===== config.mk =====
export PLATFORM = sky130hd
export DESIGN_NAME = flash_sample_reader
export DESIGN_NICKNAME = d
export VERILOG_FILES = /design/src/rtl/audio_pkg.sv /design/src/rtl/flash_word_fetcher.sv /design/src/rtl/flash_sample_reader.sv
export SDC_FILE = /design/constraint.sdc
export NUM_CORES = 1
export LEC_CHECK = 0
export BUFFER_PORTS_ARGS = -buffer_cell sky130_fd_sc_hd__buf_2
export CORE_UTILIZATION = 40
export DETAILED_ROUTE_END_ITERATION = 8
export PLACE_DENSITY = 0.7
export SYNTH_ARGS = -nofsm -noshare
export SYNTH_HDL_FRONTEND = slang
export SYNTH_SLANG_ARGS = --single-unit

===== constraint.sdc =====
create_clock -name clk -period 2.5 [get_ports clk]
set_clock_uncertainty 0.1 [all_clocks]
set_input_delay 0.375 -clock clk [delete_from_list [all_inputs] [get_ports clk]]
set_output_delay 0.375 -clock clk [all_outputs]
set_load 0.02 [all_outputs]

===== src/rtl/audio_pkg.sv =====
// Shared types and constants for the flash-to-averager audio path.
package audio_pkg;

    typedef enum logic [1:0] {
        F_IDLE,
        F_REQ,
        F_WAIT
    } fetch_state_t;

    localparam int FLASH_DATA_W = 32;
    localparam int SAMPLE_W     = 8;

    localparam logic [SAMPLE_W-1:0] SILENT_SAMPLE = 8'h00;

    // Each 16-bit half carries one sample in its upper byte: {second, first}.
    function automatic logic [2*SAMPLE_W-1:0] sample_pair(input logic [FLASH_DATA_W-1:0] word);
        return {word[31:24], word[15:8]};
    endfunction

endpackage


===== src/rtl/flash_word_fetcher.sv =====
// Avalon-MM read master holding one prefetched sample pair; a drain flag
// swallows the word of a read that was already issued when a restart hit.
module flash_word_fetcher
    import audio_pkg::*;
#(
    parameter int                ADDR_W     = 23,
    parameter logic [ADDR_W-1:0] START_ADDR = 23'h000000,
    parameter logic [ADDR_W-1:0] END_ADDR   = 23'h07FFFF
) (
    input  logic                    clk,
    input  logic                    reset_n,
    input  logic                    restart,
    input  logic                    reverse,
    input  logic                    word_ack,
    output logic                    word_valid,
    output logic [2*SAMPLE_W-1:0]   word_data,
    output logic                    flash_read,
    output logic [ADDR_W-1:0]       flash_address,
    input  logic                    flash_waitrequest,
    input  logic [FLASH_DATA_W-1:0] flash_readdata,
    input  logic                    flash_readdatavalid
);

    fetch_state_t            state_reg, state_next;
    logic [ADDR_W-1:0]       addr_reg;
    logic                    drain_reg;
    logic                    slot_valid_reg;
    logic [2*SAMPLE_W-1:0]   slot_data_reg;
    logic [ADDR_W-1:0]       base_addr;
    logic [ADDR_W-1:0]       addr_next;

    assign base_addr = reverse ? END_ADDR : START_ADDR;

    always_comb begin
        addr_next = addr_reg + ADDR_W'(1);
        if (reverse)
            addr_next = (addr_reg == START_ADDR) ? END_ADDR : addr_reg - ADDR_W'(1);
        else if (addr_reg == END_ADDR)
            addr_next = START_ADDR;
    end

    always_comb begin
        state_next = state_reg;
        case (state_reg)
            F_IDLE: if (!slot_valid_reg)      state_next = F_REQ;
            F_REQ:  if (!flash_waitrequest)   state_next = F_WAIT;
            F_WAIT: if (flash_readdatavalid)  state_next = F_IDLE;
            default:                          state_next = F_IDLE;
        endcase
    end

    always_ff @(posedge clk or negedge reset_n) begin
        if (!reset_n) begin
            state_reg      <= F_IDLE;
            addr_reg       <= START_ADDR;
            drain_reg      <= 1'b0;
            slot_valid_reg <= 1'b0;
            slot_data_reg  <= '0;
        end else begin
            state_reg <= state_next;
            if (word_ack)
                slot_valid_reg <= 1'b0;
            case (state_reg)
                F_IDLE: begin
                    if (restart)
                        addr_reg <= base_addr;
                end
                // The address is frozen while the request is pending; rewind once accepted.
                F_REQ: begin
                    if (!flash_waitrequest) begin
                        if (restart || drain_reg) begin
                            addr_reg  <= base_addr;
                            drain_reg <= 1'b1;
                        end
                    end else if (restart) begin
                        drain_reg <= 1'b1;
                    end
                end
                F_WAIT: begin
                    if (flash_readdatavalid) begin
                        drain_reg <= 1'b0;
                        if (restart) begin
                            addr_reg <= base_addr;
                        end else if (!drain_reg) begin
                            slot_valid_reg <= 1'b1;
                            slot_data_reg  <= sample_pair(flash_readdata);
                            addr_reg       <= addr_next;
                        end
                    end else if (restart) begin
                        addr_reg  <= base_addr;
                        drain_reg <= 1'b1;
                    end
                end
                default: ;
            endcase
            if (restart)
                slot_valid_reg <= 1'b0;
        end
    end

    assign flash_read    = (state_reg == F_REQ);
    assign flash_address = addr_reg;
    assign word_valid    = slot_valid_reg;
    assign word_data     = slot_data_reg;

endmodule


===== src/rtl/flash_sample_reader.sv =====
// Plays flash-resident 8-bit audio at the sample tick rate into the averager.
// Optional REVERSE_PLAY_EN adds a direction input for backwards playback.
module flash_sample_reader
    import audio_pkg::*;
#(
    parameter int                ADDR_W     = 23,
    parameter logic [ADDR_W-1:0] START_ADDR = 23'h000000,
    parameter logic [ADDR_W-1:0] END_ADDR   = 23'h07FFFF
) (
    input  logic                    clk,
    input  logic                    reset_n,
    input  logic                    sample_tick,
    input  logic                    play_en,
    input  logic                    restart,
`ifdef REVERSE_PLAY_EN
    input  logic                    direction,
`endif
    output logic                    flash_read,
    output logic [ADDR_W-1:0]       flash_address,
    input  logic                    flash_waitrequest,
    input  logic [FLASH_DATA_W-1:0] flash_readdata,
    input  logic                    flash_readdatavalid,
    output logic [SAMPLE_W-1:0]     audio_out,
    output logic                    sample_valid,
    output logic                    silent_flag,
    output logic                    underrun
);

    logic                  restart_eff;
    logic                  reverse_live;
    logic                  reverse_play;
    logic                  word_valid;
    logic [2*SAMPLE_W-1:0] word_data;
    logic                  word_ack;

`ifdef REVERSE_PLAY_EN
    logic dir_reg;

    always_ff @(posedge clk or negedge reset_n) begin
        if (!reset_n)
            dir_reg <= 1'b0;
        else
            dir_reg <= direction;
    end

    // A direction flip rewinds to the new end of the clip.
    assign restart_eff  = restart | (direction != dir_reg);
    assign reverse_live = direction;
    assign reverse_play = dir_reg;
`else
    assign restart_eff  = restart;
    assign reverse_live = 1'b0;
    assign reverse_play = 1'b0;
`endif

    flash_word_fetcher #(
        .ADDR_W     (ADDR_W),
        .START_ADDR (START_ADDR),
        .END_ADDR   (END_ADDR)
    ) u_fetcher (
        .clk                 (clk),
        .reset_n             (reset_n),
        .restart             (restart_eff),
        .reverse             (reverse_live),
        .word_ack            (word_ack),
        .word_valid          (word_valid),
        .word_data           (word_data),
        .flash_read          (flash_read),
        .flash_address       (flash_address),
        .flash_waitrequest   (flash_waitrequest),
        .flash_readdata      (flash_readdata),
        .flash_readdatavalid (flash_readdatavalid)
    );

    logic [2*SAMPLE_W-1:0] cur_pair_reg;
    logic                  cur_valid_reg;
    logic                  half_reg;
    logic [SAMPLE_W-1:0]   audio_reg;
    logic                  sample_valid_reg;
    logic                  silent_reg;
    logic                  underrun_reg;
    logic                  play_now;
    logic [SAMPLE_W-1:0]   play_byte;

    assign play_now  = sample_tick && play_en && cur_valid_reg && !restart_eff;
    assign play_byte = (half_reg ^ reverse_play) ? cur_pair_reg[15:8] : cur_pair_reg[7:0];
    // The prefetch slot refills cur when it is empty or its last half is being played.
    assign word_ack  = word_valid && !restart_eff && (!cur_valid_reg || (play_now && half_reg));

    always_ff @(posedge clk or negedge reset_n) begin
        if (!reset_n) begin
            cur_pair_reg     <= '0;
            cur_valid_reg    <= 1'b0;
            half_reg         <= 1'b0;
            audio_reg        <= SILENT_SAMPLE;
            sample_valid_reg <= 1'b0;
            silent_reg       <= 1'b1;
            underrun_reg     <= 1'b0;
        end else begin
            sample_valid_reg <= sample_tick;
            underrun_reg     <= 1'b0;
            if (restart_eff) begin
                cur_valid_reg <= 1'b0;
                half_reg      <= 1'b0;
            end else begin
                if (!cur_valid_reg && word_valid) begin
                    cur_pair_reg  <= word_data;
                    cur_valid_reg <= 1'b1;
                end
                if (play_now) begin
                    half_reg <= ~half_reg;
                    if (half_reg) begin
                        if (word_valid)
                            cur_pair_reg <= word_data;
                        cur_valid_reg <= word_valid;
                    end
                end
            end
            if (sample_tick) begin
                if (play_now) begin
                    audio_reg  <= play_byte;
                    silent_reg <= 1'b0;
                end else begin
                    audio_reg    <= SILENT_SAMPLE;
                    silent_reg   <= 1'b1;
                    underrun_reg <= play_en && !restart_eff;
                end
            end
        end
    end

    assign audio_out    = audio_reg;
    assign sample_valid = sample_valid_reg;
    assign silent_flag  = silent_reg;
    assign underrun     = underrun_reg;

endmodule


==> flow_metrics.py, run 1 <==
metrics = {
    "detailed_routing": {
        "route.antenna.remaining_nets": 0,
        "vias_per_cell": 5.462,
        "wl_per_cell_microns": 15.65,
        "wl_mm": 7.557,
        "route.detailed.drc": 0,
        "firstDrtPassIters": 4,
        "initialDrtViolationCount": 95,
        "vias": 2638,
    },
    "synth": {
        "synthAdderAreaFrac_pct": 1.450,
        "synth_largest_area_cell": "dfrtp_1",
        "synth_xor_area_share_pct": 0.2538,
        "synthesis.area_sq_mm": 0.003451,
        "ys_warn_count": 0,
        "synth-edff-count": 0,
        "synth_top_area_share_pct": 51.49,
        "async_flop_share_pct": 100.0,
        "synth_seq_cells": 72,
        "syn_nets": 350,
        "synthTopCellsByArea": "dfrtp_1 (51%), mux2_2 (11%), a21oi_1 (3.5%), mux2i_1 (3.2%), nand2_1 (2.4%)",
        "ys.flop_type": "dfrtp_1",
        "synth-compound-area-share_pct": 13.20,
        "synth_cells": 307,
        "yosys.cell_types.count": 50,
        "syn_avg_cell_area_sq_um": 11.24,
        "ys_top_cells_by_count": "dfrtp_1 (71), mux2_2 (33), a21oi_1 (24), nand2_1 (22), inv_1 (16)",
        "synth_seq_area_share_pct": 52.25,
        "synth_top_family_by_area": "simple AND/OR/NAND/NOR gates",
        "synthMostInstantiatedCell": "dfrtp_1",
        "synthMuxAreaShare_pct": 13.96,
        "synth_simple_gate_area_share_pct": 14.83,
    },
    "timing": {
        "min_period_ns": 2.284,
        "tightest_slew_ns": 0.4947,
        "relSlewSlack_pct": 66.92,
        "whs_ns": 0.1574,
        "fin_crit_sh_pct": 91.37,
        "hold_viol_final": 0,
        "grt_setup_unrepaired": "false",
        "finalSetupViolations": 0,
        "setup_tns_ns": 0,
        "timing.fmax_mhz": 437.8,
        "slew_viol_final": 0,
    },
    "clock_tree": {
        "clock-sinks": 72,
        "clk_latency_ns": 0.35,
        "clk_pin_slew_ns": 0.08,
        "clockBufferDepth": 2,
        "cts_hold_buf": 1,
        "cts_tree": "built",
        "cts_setup_buffers": 0,
        "cts_resized": 0,
        "cts_inserted_buffers": 9,
        "cts-root-buf": "clkbuf_8",
        "cts.htree.levels": 3,
    },
    "run": {
        "drv_cap": 0,
    },
    "grt": {
        "grt_max_degree": 29,
        "grt-ovfl-total": 0,
        "grt_pass1_wl_mm": 12.79,
        "antenna_found_initial": 0,
        "grt_pass1_vias": 2646,
        "grtUsageTotal_pct": 18.64,
    },
    "finish": {
        "nNetsFinal": 416,
        "areaGrowthSynthToFinish_pct": 19.54,
        "num-fill-cells": 755,
        "postLayoutCoreUtil_pct": 49.71,
        "drive_above_1_share_pct": 34.66,
        "fin_cells": 483,
        "antennaDiodeCount": 0,
    },
    "critical_path": {
        "cp_max_fo": 22,
        "worst_setup_path_end_kind": "flip-flop",
        "crit_arrival_ns": 2.45,
        "crit_type": "reg -> reg",
        "start_kind": "flip-flop",
        "cp.required_ns": 2.67,
        "reg2reg_depth": 8,
    },
    "place": {
        "post-dp-hpwl_mm": 5.244,
        "port_buffers": 57,
        "place_inst": 466,
        "place_congestion": 0.8135,
    },
    "power_and_ir_drop": {
        "total_power_mw": 3.149,
        "power.leakage_nw": 1.978,
        "power_density_mw_per_mm2": 763.4,
        "peakVddDrop_mv": 0.3876,
    },
    "hold_path": {
        "min_path_type": "in -> reg",
        "hold_depth": 2,
    },
    "floorplan": {
        "boundaryPins": 74,
        "initial_utilization_pct": 41.58,
        "floorplan.rows": 33,
        "coreArea_sq_mm": 0.008299,
        "die_area_sq_mm": 0.009002,
        "die_x_microns": 94.88,
        "fp.dieH_microns": 94.88,
    },
    "outcome": {
        "status": "finished, final reports clean",
    },
}
## worst max-delay path, stage by stage (launching register included)
cell	delay [ns]
dfrtp_1	0.38
inv_1	0.07
ha_1	0.38
inv_1	0.11
nor4_2	0.41
a21boi_2	0.28
buf_12	0.18
a41oi_1	0.12
a31oi_1	0.17
## kinds of logic after synthesis
family                     Yosys count
AOI/OAI and AO/OA                   73
xor gates and xnor gates             1
adders and majority gates            4
buffers and inverters               29
DFF                                 72
muxes                               44
and+or+nand+nor                     84
## cells in the final DEF, fill, tap and decap left out, types with 4 or more instances in the layout
cell type / n
dfrtp_1: 71
o21ai_0: 8
nor3_1: 5
ha_1: 4
a41oi_1: 4
nand3_1: 11
and3_1: 4
o21ai_1: 5
mux2i_1: 11
inv_1: 16
a21oi_1: 24
o22ai_1: 10
nand2_1: 22
buf_2: 57
mux2_2: 33
nor2_1: 13
a31oi_1: 7
buf_4: 8
nand4_1: 7
clkbuf_8: 10
nand2b_1: 4
## per-stage QoR
stage / setup WS, ns / instance area, sq um
floorplan: 0.3291 / 3451
global placement: 0.2978 / 3887
detailed placement: 0.2534 / 3887
CTS: 0.2134 / 4125
global route: 0.04515 / 4125
finish: 0.2158 / 4125
## power by group
| group | internal, mW | switching, mW |
|---|---|---|
| clock | 0.595 | 0.463 |
| combinational | 0.290 | 0.405 |
| sequential | 1.31 | 0.0851 |
## per-layer routing
metal	vias to the layer above	global-route usage, %	wire length, microns
met5	-	0	0
met2	94	31.71	3803
met3	4	6.200	483
met1	1283	22.40	3241
met4	0	5.303	28
li1	1257	-	-
## final cells by class
cell class | count | area [sq um] | area share (%)
tap | 105 | 131.4 | 3.185
clock buffer | 10 | 137.6 | 3.336
clock inverter | 6 | 90.09 | 2.184
inverter | 16 | 60.06 | 1.456
sequential | 72 | 1803 | 43.71
timing repair buffer | 68 | 395.4 | 9.584
multi-input combinational | 206 | 1508 | 36.55
## path summary, 6_finish.rpt
path                                                          from                                 endpoint  slack (ns)
min                                             flash_readdata[25]       u_fetcher.word_data[9]$_DFFE_PN0P_        0.16
min reg2reg                u_fetcher.flash_address[22]$_DFFE_PN0P_  u_fetcher.flash_address[22]$_DFFE_PN0P_        0.40
min in group asynchronous                                  reset_n  u_fetcher.flash_address[18]$_DFFE_PN0P_        0.42
max                             u_fetcher.state_reg[1]$_DFFE_PN0P_  u_fetcher.flash_address[14]$_DFFE_PN0P_        0.22
max reg2reg                     u_fetcher.state_reg[1]$_DFFE_PN0P_  u_fetcher.flash_address[14]$_DFFE_PN0P_        0.22
max in group asynchronous                                  reset_n                  silent_flag$_DFFE_PN1P_        1.25
(Power assumes the default switching activity.)
==> inputs of run 2 (changes only) <==
- MAX_ROUTING_LAYER: default -> met4
==> flow_metrics.py, run 2 (synthesis results as in run 1) <==
metrics = {
    "outcome": {
        "status": "finished, final reports clean",
    },
    "hold_path": {
        "holdPathEnd": "u_fetcher.word_data[9]$_DFFE_PN0P_",
        "hold_depth": 2,
        "min_path_type": "in -> reg",
        "hold_start": "flash_readdata[25]",
    },
    "place": {
        "place_congestion": 0.8255,
        "port_buffers": 57,
        "post-dp-hpwl_mm": 5.244,
        "dpl_cell_area_sq_mm": 0.003887,
    },
    "critical_path": {
        "crit_type": "reg -> reg",
        "max_stage_delay_ns": 0.41,
        "slowest_stage": "nor4_2",
        "cp.required_ns": 2.67,
        "path_common_cell": "inv_1",
        "crit_arrival_ns": 2.45,
        "regToRegStartpoint": "u_fetcher.state_reg[1]$_DFFE_PN0P_",
        "cp_max_fo": 22,
        "timing.rr.end": "u_fetcher.flash_address[14]$_DFFE_PN0P_",
        "start_kind": "flip-flop",
        "timing.reg2reg.setup_slack_ns": 0.22,
        "crit_chain": "inv_1, ha_1, inv_1, nor4_2, a21boi_2, buf_12, a41oi_1, a31oi_1",
        "worst_setup_path_end_kind": "flip-flop",
        "reg2reg_depth": 8,
    },
    "clock_tree": {
        "cts_resized": 0,
        "clock-sinks": 72,
        "cts_inserted_buffers": 9,
        "clk_latency_ns": 0.35,
        "cts_setup_buffers": 0,
        "cts_tree": "built",
        "clockBufferDepth": 2,
        "cts-root-buf": "clkbuf_8",
        "clk_pin_slew_ns": 0.08,
        "cts_hold_buf": 1,
        "cts.htree.levels": 3,
    },
    "floorplan": {
        "die_area_sq_mm": 0.009002,
        "boundaryPins": 74,
        "initial_utilization_pct": 41.58,
        "die_x_microns": 94.88,
        "coreArea_sq_mm": 0.008299,
        "fp.dieH_microns": 94.88,
        "floorplan.rows": 33,
    },
    "grt": {
        "grtUsageTotal_pct": 19.18,
        "grt_pass1_wl_mm": 12.78,
        "grt_max_degree": 29,
        "grt_pass1_vias": 2642,
        "antenna_found_initial": 0,
        "grt-ovfl-total": 0,
    },
    "power_and_ir_drop": {
        "peakVddDrop_mv": 0.3891,
        "power.leakage_nw": 1.978,
        "power_density_mw_per_mm2": 762.8,
    },
    "detailed_routing": {
        "route.antenna.remaining_nets": 0,
        "firstDrtPassIters": 4,
        "route.detailed.drc": 0,
        "wl_mm": 7.565,
        "vias_per_cell": 5.462,
        "initialDrtViolationCount": 93,
        "wl_per_cell_microns": 15.66,
        "vias": 2638,
    },
    "timing": {
        "min_period_ns": 2.283,
        "tightest_slew_ns": 0.5012,
        "setup_tns_ns": 0,
        "timing.fmax_mhz": 438.0,
        "grt_setup_unrepaired": "false",
        "hold_viol_final": 0,
        "slew_viol_final": 0,
        "finalSetupViolations": 0,
        "fin_crit_sh_pct": 91.33,
        "relSlewSlack_pct": 66.49,
    },
    "finish": {
        "nNetsFinal": 416,
        "antennaDiodeCount": 0,
        "fin_area_sq_mm": 0.004125,
        "areaGrowthSynthToFinish_pct": 19.54,
        "final_cell_mix": "dfrtp_1 (71), buf_2 (57), mux2_2 (33)",
        "layout_commonest_cell": "dfrtp_1",
        "num-fill-cells": 755,
        "drive_above_1_share_pct": 34.66,
    },
    "run": {
        "drv_cap": 0,
    },
}
[run 2: per-stage QoR]
stage	total power [mW]	instances	hold WS (ns)	setup WS [ns]	util (%)
3_3_place_gp	2.077	466	0.2523	0.2978	46.84
2_1_floorplan	1.897	307	-0.02059	0.3291	-
3_5_place_dp	2.107	466	0.2724	0.2534	46.84
6_report	3.147	483	0.1575	0.2168	49.71
5_1_grt	3.309	483	0.1356	0.04773	49.71
4_1_cts	3.177	483	0.1385	0.2134	49.71
[run 2: worst max-delay path by stage]
stage                                                  start                                 endpoint  slack (ns)  cells past startpoint
after floorplan           u_fetcher.state_reg[1]$_DFFE_PN0P_   u_fetcher.flash_address[0]$_DFFE_PN0P_        0.33                      7
after global placement    u_fetcher.state_reg[0]$_DFFE_PN0P_   u_fetcher.flash_address[0]$_DFFE_PN0P_        0.30                      6
after detailed placement  u_fetcher.state_reg[0]$_DFFE_PN0P_   u_fetcher.flash_address[0]$_DFFE_PN0P_        0.25                      6
after CTS                 u_fetcher.state_reg[1]$_DFFE_PN0P_  u_fetcher.flash_address[14]$_DFFE_PN0P_        0.21                      8
after global routing      u_fetcher.state_reg[0]$_DFFE_PN0P_  u_fetcher.flash_address[14]$_DFFE_PN0P_        0.05                      8
final                     u_fetcher.state_reg[1]$_DFFE_PN0P_  u_fetcher.flash_address[14]$_DFFE_PN0P_        0.22                      8
[run 2: critical path: cells and delay by family, from the launching register on]
| family | cells | cell delay (ns) |
|---|---|---|
| adder cells (fa/ha/maj) | 1 | 0.38 |
| AO/OA/AOI/OAI | 3 | 0.57 |
| buffers and inverters | 3 | 0.36 |
| flip-flops | 1 | 0.38 |
| AND/OR/NAND/NOR | 1 | 0.41 |
[run 2: report_power, final]
| group | switching, mW | total, mW | internal [mW] |
|---|---|---|---|
| clock network | 0.462 | 1.06 | 0.595 |
| registers | 0.0849 | 1.40 | 1.31 |
| logic | 0.404 | 0.693 | 0.290 |
| total | 0.951 | 3.15 | 2.20 |
[run 2: final cells by class]
class,instances,area [sq um],area share (%)
sequential,72,1803,43.71
multi-input combinational,206,1508,36.55
timing repair buffer,68,395.4,9.584
clock buffer,10,137.6,3.336
tap,105,131.4,3.185
clock inverter,6,90.09,2.184
inverter,16,60.06,1.456
[run 2: layer usage]
layer / GRT usage (%) / up-vias / share of wire [%]
li1: - / 1256 / -
met1: 22.60 / 1291 / 44
met2: 31.65 / 89 / 50
met3: 5.878 / 2 / 5.6
met4: 5.303 / 0 / 0.19
met5: - / - / 0
